==> src/rtl/reg16_idu_file_pkg.sv <==
// Shared definitions for the 16-bit register-pair file and
// the microcode blocks that drive its select bus.
package reg16_idu_file_pkg;

  localparam int PAIR_PC    = 0;
  localparam int PAIR_BC    = 1;
  localparam int PAIR_DE    = 2;
  localparam int PAIR_HL    = 3;
  localparam int PAIR_SP    = 4;
  localparam int PAIR_WZ    = 5;
  localparam int PAIR_COUNT = 6;

  localparam logic [1:0] IDU_NONE = 2'b00;
  localparam logic [1:0] IDU_INC  = 2'b01;
  localparam logic [1:0] IDU_DEC  = 2'b11;

  // Bytes not enabled by mask keep their old contents.
  function automatic logic [15:0] merge_bytes(
    input logic [15:0] old_val,
    input logic [15:0] new_val,
    input logic [1:0]  mask
  );
    logic [15:0] r;
    r = old_val;
    if (mask[1]) r[15:8] = new_val[15:8];
    if (mask[0]) r[7:0]  = new_val[7:0];
    return r;
  endfunction

endpackage

==> src/rtl/reg16_idu_file_idu16.sv <==
// Combinational 16-bit increment/decrement unit.
// Wraps modulo 2^16 in both directions.
module idu16 (
  input  logic [15:0] value,
  input  logic        dec,
  output logic [15:0] result
);

  always_comb begin
    result = dec ? value - 16'd1 : value + 16'd1;
  end

endmodule

==> src/rtl/reg16_idu_file.sv <==
// Register-pair file (PC, BC, DE, HL, SP, WZ) with IDU.
// Drives the selected pair onto the address bus.
module reg16_idu_file
  import reg16_idu_file_pkg::*;
#(
  parameter logic [15:0] PC_RESET   = 16'h0000,
  parameter logic [15:0] SP_RESET   = 16'h0000,
  parameter logic [15:0] PAIR_RESET = 16'h0000
) (
  input  logic        i_Clk,
  input  logic        i_Reset,
  input  logic [5:0]  i_Read16,
  input  logic [5:0]  i_Write16,
  input  logic [1:0]  i_Increment16,
  input  logic [15:0] i_Data16,
  input  logic [1:0]  i_Byte_Mask,
  output logic [15:0] o_Addr16,
  output logic [15:0] o_Result16,
  output logic [15:0] o_PC,
  output logic [15:0] o_SP,
  output logic [15:0] o_HL,
  output logic        o_Sel_Error
);

  logic [15:0] pairs [PAIR_COUNT];
  logic [15:0] idu_out;
  logic [15:0] src;
  logic        multi_hot;
  logic        no_src;
  logic        sel_err;

  // Scan downwards so the lowest set index wins.
  always_comb begin
    o_Addr16 = '0;
    for (int i = PAIR_COUNT - 1; i >= 0; i--) begin
      if (i_Read16[i]) o_Addr16 = pairs[i];
    end
  end

  idu16 u_idu (
    .value  (o_Addr16),
    .dec    (i_Increment16[1]),
    .result (idu_out)
  );

  assign o_Result16 = i_Increment16[0] ? idu_out : o_Addr16;
  assign src        = i_Increment16[0] ? o_Result16 : i_Data16;

  assign multi_hot = (i_Read16 & (i_Read16 - 6'd1)) != 6'd0;
  assign no_src    = i_Increment16[0] && (i_Read16 == 6'd0)
                     && (i_Write16 != 6'd0);

  always_ff @(posedge i_Clk or posedge i_Reset) begin
    if (i_Reset) begin
      for (int i = 0; i < PAIR_COUNT; i++) begin
        pairs[i] <= PAIR_RESET;
      end
      pairs[PAIR_PC] <= PC_RESET;
      pairs[PAIR_SP] <= SP_RESET;
      sel_err        <= 1'b0;
    end else begin
      if (multi_hot || no_src) sel_err <= 1'b1;
      // An increment with nothing to increment blocks every write.
      for (int i = 0; i < PAIR_COUNT; i++) begin
        if (i_Write16[i] && !no_src) begin
          pairs[i] <= merge_bytes(pairs[i], src, i_Byte_Mask);
        end
      end
    end
  end

  assign o_PC        = pairs[PAIR_PC];
  assign o_SP        = pairs[PAIR_SP];
  assign o_HL        = pairs[PAIR_HL];
  assign o_Sel_Error = sel_err;

endmodule

==> config.mk <==
export PLATFORM = sky130hd
export DESIGN_NAME = reg16_idu_file
export DESIGN_NICKNAME = d
export VERILOG_FILES = /design/src/rtl/reg16_idu_file_pkg.sv /design/src/rtl/reg16_idu_file_idu16.sv /design/src/rtl/reg16_idu_file.sv
export SDC_FILE = /design/constraint.sdc
export NUM_CORES = 1
export LEC_CHECK = 0
export ABC_AREA = 1
export CAP_MARGIN = 20
export CORE_ASPECT_RATIO = 1.1
export CORE_MARGIN = 4
export CORE_UTILIZATION = 23
export CTS_CLUSTER_SIZE = 40
export DETAILED_ROUTE_END_ITERATION = 10
export PLACE_DENSITY_LB_ADDON = 0.12
export SYNTH_ARGS = -nofsm -noshare
export SYNTH_HDL_FRONTEND = slang
export SYNTH_SLANG_ARGS = --single-unit
==> constraint.sdc <==
create_clock -name i_Clk -period 2.9 [get_ports i_Clk]
set_input_delay 0.29 -clock i_Clk [delete_from_list [all_inputs] [get_ports i_Clk]]
set_output_delay 0.29 -clock i_Clk [all_outputs]
set_load 0.01 [all_outputs]
==> flow_metrics.env, run 1 <==
export IMPL_outcome="finished with violations"
export IMPL_violations="setup timing"
export IMPL_synth_cell_types=43
export IMPL_synth_nets=875
export IMPL_gp_congestion=0.7842
export IMPL_cts_buffers=9
export IMPL_seq_area_mm2=0.002427
export IMPL_synthArstFlopShare_pct=100.0
export IMPL_critPathRequiredTime_ns=2.61
export IMPL_crit_type="reg -> out"
export IMPL_start_util_pct=23.57
export IMPL_drc=0
export IMPL_wirelength_um=22420
export IMPL_cts_root_buf="clkbuf_16"
export IMPL_power_leakage_nw=4.761
export IMPL_die_area_mm2=0.02964
export IMPL_yosysSeqAreaShare_pct=39.17
export IMPL_antenna_found_initial=0
export IMPL_synth_enable_flop_cells=0
export IMPL_nets=1143
export IMPL_slew_headroom_pct=66.79
export IMPL_clock_path_buffers=2
export IMPL_synth_area_leaders="dfrtp_1, nand2_1, buf_4"
export IMPL_finish_utilization_pct=38.49
export IMPL_synth_common_cells="nand2_1, dfrtp_1, inv_1"
export IMPL_drt_wirelength_per_cell_um=15.48
export IMPL_cp_startpoint="o_SP[1]"
export IMPL_hp_class="in -> async"
export IMPL_crit_buf_inv=3
export IMPL_dp_hpwl_um=17090
export IMPL_grt_ovfl_total=0
export IMPL_clk_pin_slew_worst_paths_ns=0.07
export IMPL_vias=6183
export IMPL_critPathMaxStageDelay_ns=0.39
export IMPL_crit_family="compound AO/OA/AOI/OAI gates"
export IMPL_cts_sinks=97
export IMPL_final_area_mm2=0.01012
export IMPL_whs_ns=0.3345
export IMPL_yosys_warnings=0
export IMPL_start_kind="flop"
export IMPL_antenna_cells=0
export IMPL_postRouteAntennaNets=0
export IMPL_synth_seq_cells=97
export IMPL_synth_cells=824
export IMPL_multi_input_area_mm2=0.003746
export IMPL_worst_clock_skew_ns=0.004781
export IMPL_fill_cells=2724
export IMPL_yosysTopAreaCellShare_pct=39.17
export IMPL_post_place_ws_ns=-1.190
export IMPL_r2r_cells=21
export IMPL_finalCritPeriodShare_pct=102.2
export IMPL_max_freq_mhz=337.4
export IMPL_post_place_cells=1378
export IMPL_drive_above_1_share_pct=41.06
export IMPL_cts_tree="built"
export IMPL_syn_avg_cell_area_um2=7.521
export IMPL_drv_slew=0
export IMPL_clock_latency_ns=0.34
export IMPL_hold_viol=0
export IMPL_irDropWorstVdd_mv=0.2457
export IMPL_first_pass_iters=4
export IMPL_layoutNonFillerInstCount=1448
export IMPL_cp_slowest_cell="dfrtp_1"
export IMPL_synth_most_common_cell="nand2_1"
export IMPL_htreeDepth=3
export IMPL_setup_ws_ns=-0.06383
export IMPL_grt_pass1_vias=6199
export IMPL_synth_area_leader_cell="dfrtp_1"
export IMPL_io_buffer_count=114
export IMPL_r2r_end="o_SP[12]"
export IMPL_area_growth_pct=63.32
export IMPL_grtUsageTotal_pct=15.25
export IMPL_grt_max_degree=63
export IMPL_drv_cap=0
export IMPL_rsz0062_at_grt="true"
export IMPL_critPathMostFrequentCell="nand2_1"
export IMPL_viasPerCell=4.270
export IMPL_syn_cell_area_mm2=0.006197
export IMPL_synth_ff_type="dfrtp_1"
export IMPL_cp_end_kind="output pin"
export IMPL_min_period_ns=2.964
export IMPL_cp_max_fo=2
export IMPL_pin_count=115
export IMPL_reg2reg_slack_ns=0.16
export IMPL_grt_first_pass_wirelength_um=35410
export IMPL_r2r_start="o_SP[5]"
export IMPL_drtIter0Drc=262
export IMPL_row_count=62
export IMPL_power_density_mw_per_mm2=584.1
export IMPL_critPathArrivalTime_ns=2.67
export IMPL_place_area_mm2=0.008626
export IMPL_die_y_um=180.2
export IMPL_cp_cell_sequence="inv_2 > o22ai_4 > o221ai_2 > a22oi_2 > buf_4 > fa_2 > nand3_2 > nand2_2 > a21boi_4 > nor2_2 > o21ai_2 > nand2_1 > nand2_1 > nand3_2 > nand2_1 > buf_2"
export IMPL_tightest_slew_ns=0.4981
export IMPL_setup_viol=6
export IMPL_die_x_um=164.5
export IMPL_coreArea_mm2=0.02630
==> what timing repair did <==
item / in CTS / in global routing
pin swaps: 71 / 72
resized for setup: 203 / 79
hold buffers: 0 / 0
setup endpoints to repair: 87 / 36
buffers inserted: 44 / 16
==> through the flow <==
step / power [W] / setup TNS [ns]
floorplan: 0.002971 / 0
global placement: 0.004236 / -61.26
detailed placement: 0.004232 / -64.38
CTS: 0.005757 / -0.6846
global route: 0.006322 / -1.851
finish: 0.005912 / -0.1670
==> report_power, final <==
group | leakage (nW) | total, W | internal, W | switching [W]
registers | 1.20 | 0.00178 | 0.00162 | 0.000162
logic | 3.43 | 0.00301 | 0.00156 | 0.00145
clock network | 0.124 | 0.00112 | 0.000604 | 0.000513
total | 4.76 | 0.00591 | 0.00378 | 0.00213
==> registers in the layout, indices dropped and copies added, names as in the netlist <==
register,flops
pairs,48
o_SP,16
o_PC,16
o_HL,16
o_Sel_Error,1
==> cell usage in the layout (no fill, tap or decap), types with 9 or more instances in the layout <==
cell type	instances
ha_4	12
inv_2	27
a22oi_2	13
buf_2	12
a21oi_2	15
nor2_1	27
nand3_2	9
buf_6	17
dfrtp_1	97
buf_12	12
nor2_4	15
buf_4	190
inv_1	60
o21ai_2	14
nand3_1	9
clkbuf_16	9
a21oi_1	21
nand2_1	253
o221ai_2	10
clkdlybuf4s50_1	92
nand2_4	10
nand2_2	34
o21ai_1	28
o21ai_0	31
==> worst max path at each step <==
| stage | end | slack, ns | depth (start not counted) |
|---|---|---|---|
| 2_1_floorplan | o_Result16[15] | 0.06 | 14 |
| 3_3_place_gp | o_Result16[8] | -1.15 | 17 |
| 4_1_cts | o_Result16[15] | -0.11 | 16 |
| 6_report | o_Result16[8] | -0.06 | 16 |
| 3_5_place_dp | o_Result16[8] | -1.19 | 17 |
| 5_1_grt | o_Result16[8] | -0.22 | 16 |
==> logic make-up (layout without fill, tap and decap cells) <==
family / count (synthesis) / in the layout / share of synthesized area [%]
and+or+nand+nor: 375 / 375 / 27.07
AOI/OAI and AO/OA: 170 / 170 / 16.13
buffers and inverters: 164 / 436 / 13.93
DFF: 97 / 97 / 39.17
adders and majority gates: 17 / 17 / 3.553
xor gates and xnor gates: 1 / 1 / 0.1414
==> routing by layer <==
metal,global-route usage [%],wire [um],part of all wire (%)
met5,0,0,0
met4,3.494,433,1.9
met3,2.242,639,2.9
met2,27.22,11900,53
met1,19.31,9447,42
==> area by class of cell <==
type,count,area share [%]
sequential,97,23.98
multi-input combinational,563,37.01
inverter,91,3.499
timing repair buffer,330,28.61
tap,352,4.352
clock buffer,15,2.547
No activity file was read; power rests on OpenSTA's default activity.
==> inputs of run 2 (changes only) <==
--- a/config.mk
+++ b/config.mk
@@ -12,7 +12,9 @@
 export CORE_UTILIZATION = 23
 export CTS_CLUSTER_SIZE = 40
 export DETAILED_ROUTE_END_ITERATION = 10
+export GPL_ROUTABILITY_DRIVEN = 0
 export PLACE_DENSITY_LB_ADDON = 0.12
 export SYNTH_ARGS = -nofsm -noshare
 export SYNTH_HDL_FRONTEND = slang
+export SYNTH_HIERARCHICAL = 1
 export SYNTH_SLANG_ARGS = --single-unit
==> run 2 against run 1 <==
Net effect: the run now ends clean; critical path depth stayed put; sequential share of layout area up 1.4 points; global-route usage grew 0.90 points; clock power about the same; highest routed layer unchanged; register-to-register slack better by 0.13 ns; final area shrank 5.6%; non-clock buffer count decreased by 75; largest cell class unchanged; synthesized area up 6.9%; via count up 9.6%.
==> flow_metrics.env, run 2 <==
export IMPL_first_pass_iters=5
export IMPL_critPathMostFrequentCell="nand2_1"
export IMPL_drc=0
export IMPL_grt_max_degree=76
export IMPL_synth_common_cells="nand2_1, nand4_1, dfrtp_1"
export IMPL_yosysSeqAreaShare_pct=36.65
export IMPL_grtUsageTotal_pct=16.15
export IMPL_crit_type="reg -> out"
export IMPL_coreArea_mm2=0.02811
export IMPL_hold_buffers=0
export IMPL_die_y_um=186.0
export IMPL_critPathMaxStageDelay_ns=0.41
export IMPL_cts_sinks=97
export IMPL_synth_cell_types=36
export IMPL_drive_above_1_share_pct=27.08
export IMPL_nets=1152
export IMPL_layoutNonFillerInstCount=1471
export IMPL_cp_max_fo=3
export IMPL_synth_top_family_by_area="simple AND/OR/NAND/NOR gates"
export IMPL_synth_area_leaders="dfrtp_1, nand2_1, nand4_1"
export IMPL_dp_hpwl_um=19290
export IMPL_grt_ovfl_total=0
export IMPL_cp_cell_sequence="nor3_2 > nor2_1 > buf_4 > nand2_2 > nand2_4 > ha_4 > or2_4 > nand3b_1 > nand2_2 > nand2_2 > nand2_1 > nand2_1 > nand2_1 > nand2_1 > nand2_1 > buf_6"
export IMPL_viasPerCell=4.606
export IMPL_antenna_cells=0
export IMPL_grt_pass1_vias=6619
export IMPL_die_x_um=169.8
export IMPL_min_period_ns=2.779
export IMPL_synth_xor_area_share_pct=1.058
export IMPL_r2r_end="o_HL[10]"
export IMPL_critPathArrivalTime_ns=2.49
export IMPL_largest_reg_flops=48
export IMPL_power_leakage_nw=4.771
export IMPL_area_growth_pct=44.20
export IMPL_synth_compound_area_share_pct=4.099
export IMPL_reg2reg_slack_ns=0.29
export IMPL_layout_cells_most_common="nand2_1"
export IMPL_postRouteAntennaNets=0
export IMPL_drv_cap=0
export IMPL_synth_ff_type="dfrtp_1"
export IMPL_critPathRequiredTime_ns=2.61
export IMPL_worst_clock_skew_ns=0.01054
export IMPL_hp_class="in -> async"
export IMPL_final_cell_mix="nand2_1, buf_4, nand4_1, dfrtp_1, clkdlybuf4s50_1"
export IMPL_whs_ns=0.2501
export IMPL_grt_first_pass_wirelength_um=39190
export IMPL_drt_wirelength_per_cell_um=17.72
export IMPL_wirelength_um=26070
export IMPL_crit_family="simple AND/OR/NAND/NOR gates"
export IMPL_hold_viol=0
export IMPL_antenna_found_initial=0
export IMPL_setup_ws_ns=0.1208
export IMPL_cp_startpoint="o_HL[2]"
export IMPL_syn_avg_cell_area_um2=7.062
export IMPL_finalCritPeriodShare_pct=95.83
export IMPL_synth_cells=938
export IMPL_synth_enable_flop_cells=0
export IMPL_yosys_warnings=6
export IMPL_power_w=0.005964
export IMPL_row_count=64
export IMPL_r2r_cells=19
export IMPL_power_density_mw_per_mm2=624.4
export IMPL_post_place_ws_ns=-0.9323
export IMPL_setup_viol=0
export IMPL_tightest_slew_ns=0.7351
export IMPL_crit_buf_inv=2
export IMPL_crit_end="o_Result16[13]"
export IMPL_drv_slew=0
export IMPL_die_area_mm2=0.03158
export IMPL_yosysTopAreaCellShare_pct=36.65
export IMPL_rsz0062_at_grt="true"
export IMPL_post_place_cells=1443
export IMPL_synthArstFlopShare_pct=100.0
export IMPL_clk_pin_slew_worst_paths_ns=0.07
export IMPL_synth_area_leader_cell="dfrtp_1"
export IMPL_outcome="completed"
export IMPL_synth_nets=987
export IMPL_largest_register="pairs"
export IMPL_setup_tns_ns=0
export IMPL_slew_headroom_pct=50.99
export IMPL_synthMuxAreaShare_pct=0
export IMPL_vias=6775
export IMPL_cp_num_cells=16
export IMPL_r2r_start="o_SP[1]"
export IMPL_start_kind="flop"
export IMPL_max_freq_mhz=359.8
export IMPL_io_buffer_count=114
export IMPL_cp_end_kind="output pin"
export IMPL_irDropWorstVdd_mv=0.2842
export IMPL_clock_latency_ns=0.36
export IMPL_synthSimpleGateAreaFrac_pct=42.12
export IMPL_syn_cell_area_mm2=0.006624
export IMPL_drtIter0Drc=447
export IMPL_cts_buffers=9
export IMPL_synth_seq_cells=97
export IMPL_start_util_pct=23.57
export IMPL_synth_adder_area_share_pct=2.947
export IMPL_cts_tree="built"
export IMPL_cp_slowest_cell="dfrtp_1"
export IMPL_cts_root_buf="clkbuf_16"
export IMPL_synth_most_common_cell="nand2_1"
export IMPL_pin_count=115
export IMPL_clock_path_buffers=2
export IMPL_htreeDepth=3
run 2: changes by cell type in the layout (fill, tap and decap cells not counted), sizes merged, moves of 13 or more:
cell   previous run  this run
buf             231       155
o22ai            14         0
inv              90        45
nor2             49        36
nand2           299       424
nor3              4        17
a21oi            44        15
nand4             0        98
o21ai            76        13
nand3            20        42
run 2: timing repair:
item / CTS / global route
gates cloned: 0 / 1
pin swaps: 21 / 49
setup endpoints to repair: 75 / 26
setup buffers: 8 / 6
gates resized for setup: 131 / 68
run 2: worst min path at each step:
stage	endpoint	slack (ns)
finish	o_HL[10]	0.25
global route	o_SP[9]	0.30
CTS	pairs[57]	0.26
global placement	pairs[55]	0.45
detailed placement	pairs[55]	0.45
floorplan	o_Sel_Error	0.43
run 2: where the power goes:
group | switching (W) | internal [W] | leakage, nW
registers | 0.000223 | 0.00165 | 1.21
logic | 0.00149 | 0.00145 | 3.43
clock network | 0.000563 | 0.000584 | 0.125
run 2: metrics by stage:
step                util [%]  instance area [um^2]
finish                 33.98                  9552
global route           33.98                  9552
CTS                    33.16                  9320
detailed placement     31.01                  8717
global placement       31.01                  8717
floorplan                  -                  6624
run 2: kinds of logic after synthesis:
family	count (synthesis)
simple gates	625
compound gates	45
buf+inv	148
xor+xnor	8
fa+ha+maj	15
flops	97
run 2: layout make-up:
type	instances	area [um^2]
sequential	97	2427
clock buffer	10	229.0
inverter	47	190.2
tap	363	454.2
clock inverter	6	45.04
multi-input combinational	693	3825
timing repair buffer	255	2381
fill	3025	18560
run 2: routing by layer:
metal | share of wire, % | wire, um | GRT usage [%]
met1 | 47 | 12120 | 22.44
met4 | 1.9 | 484 | 4.734
met2 | 47 | 12190 | 26.07
met3 | 4.9 | 1265 | 2.421
met5 | 0 | 0 | 0
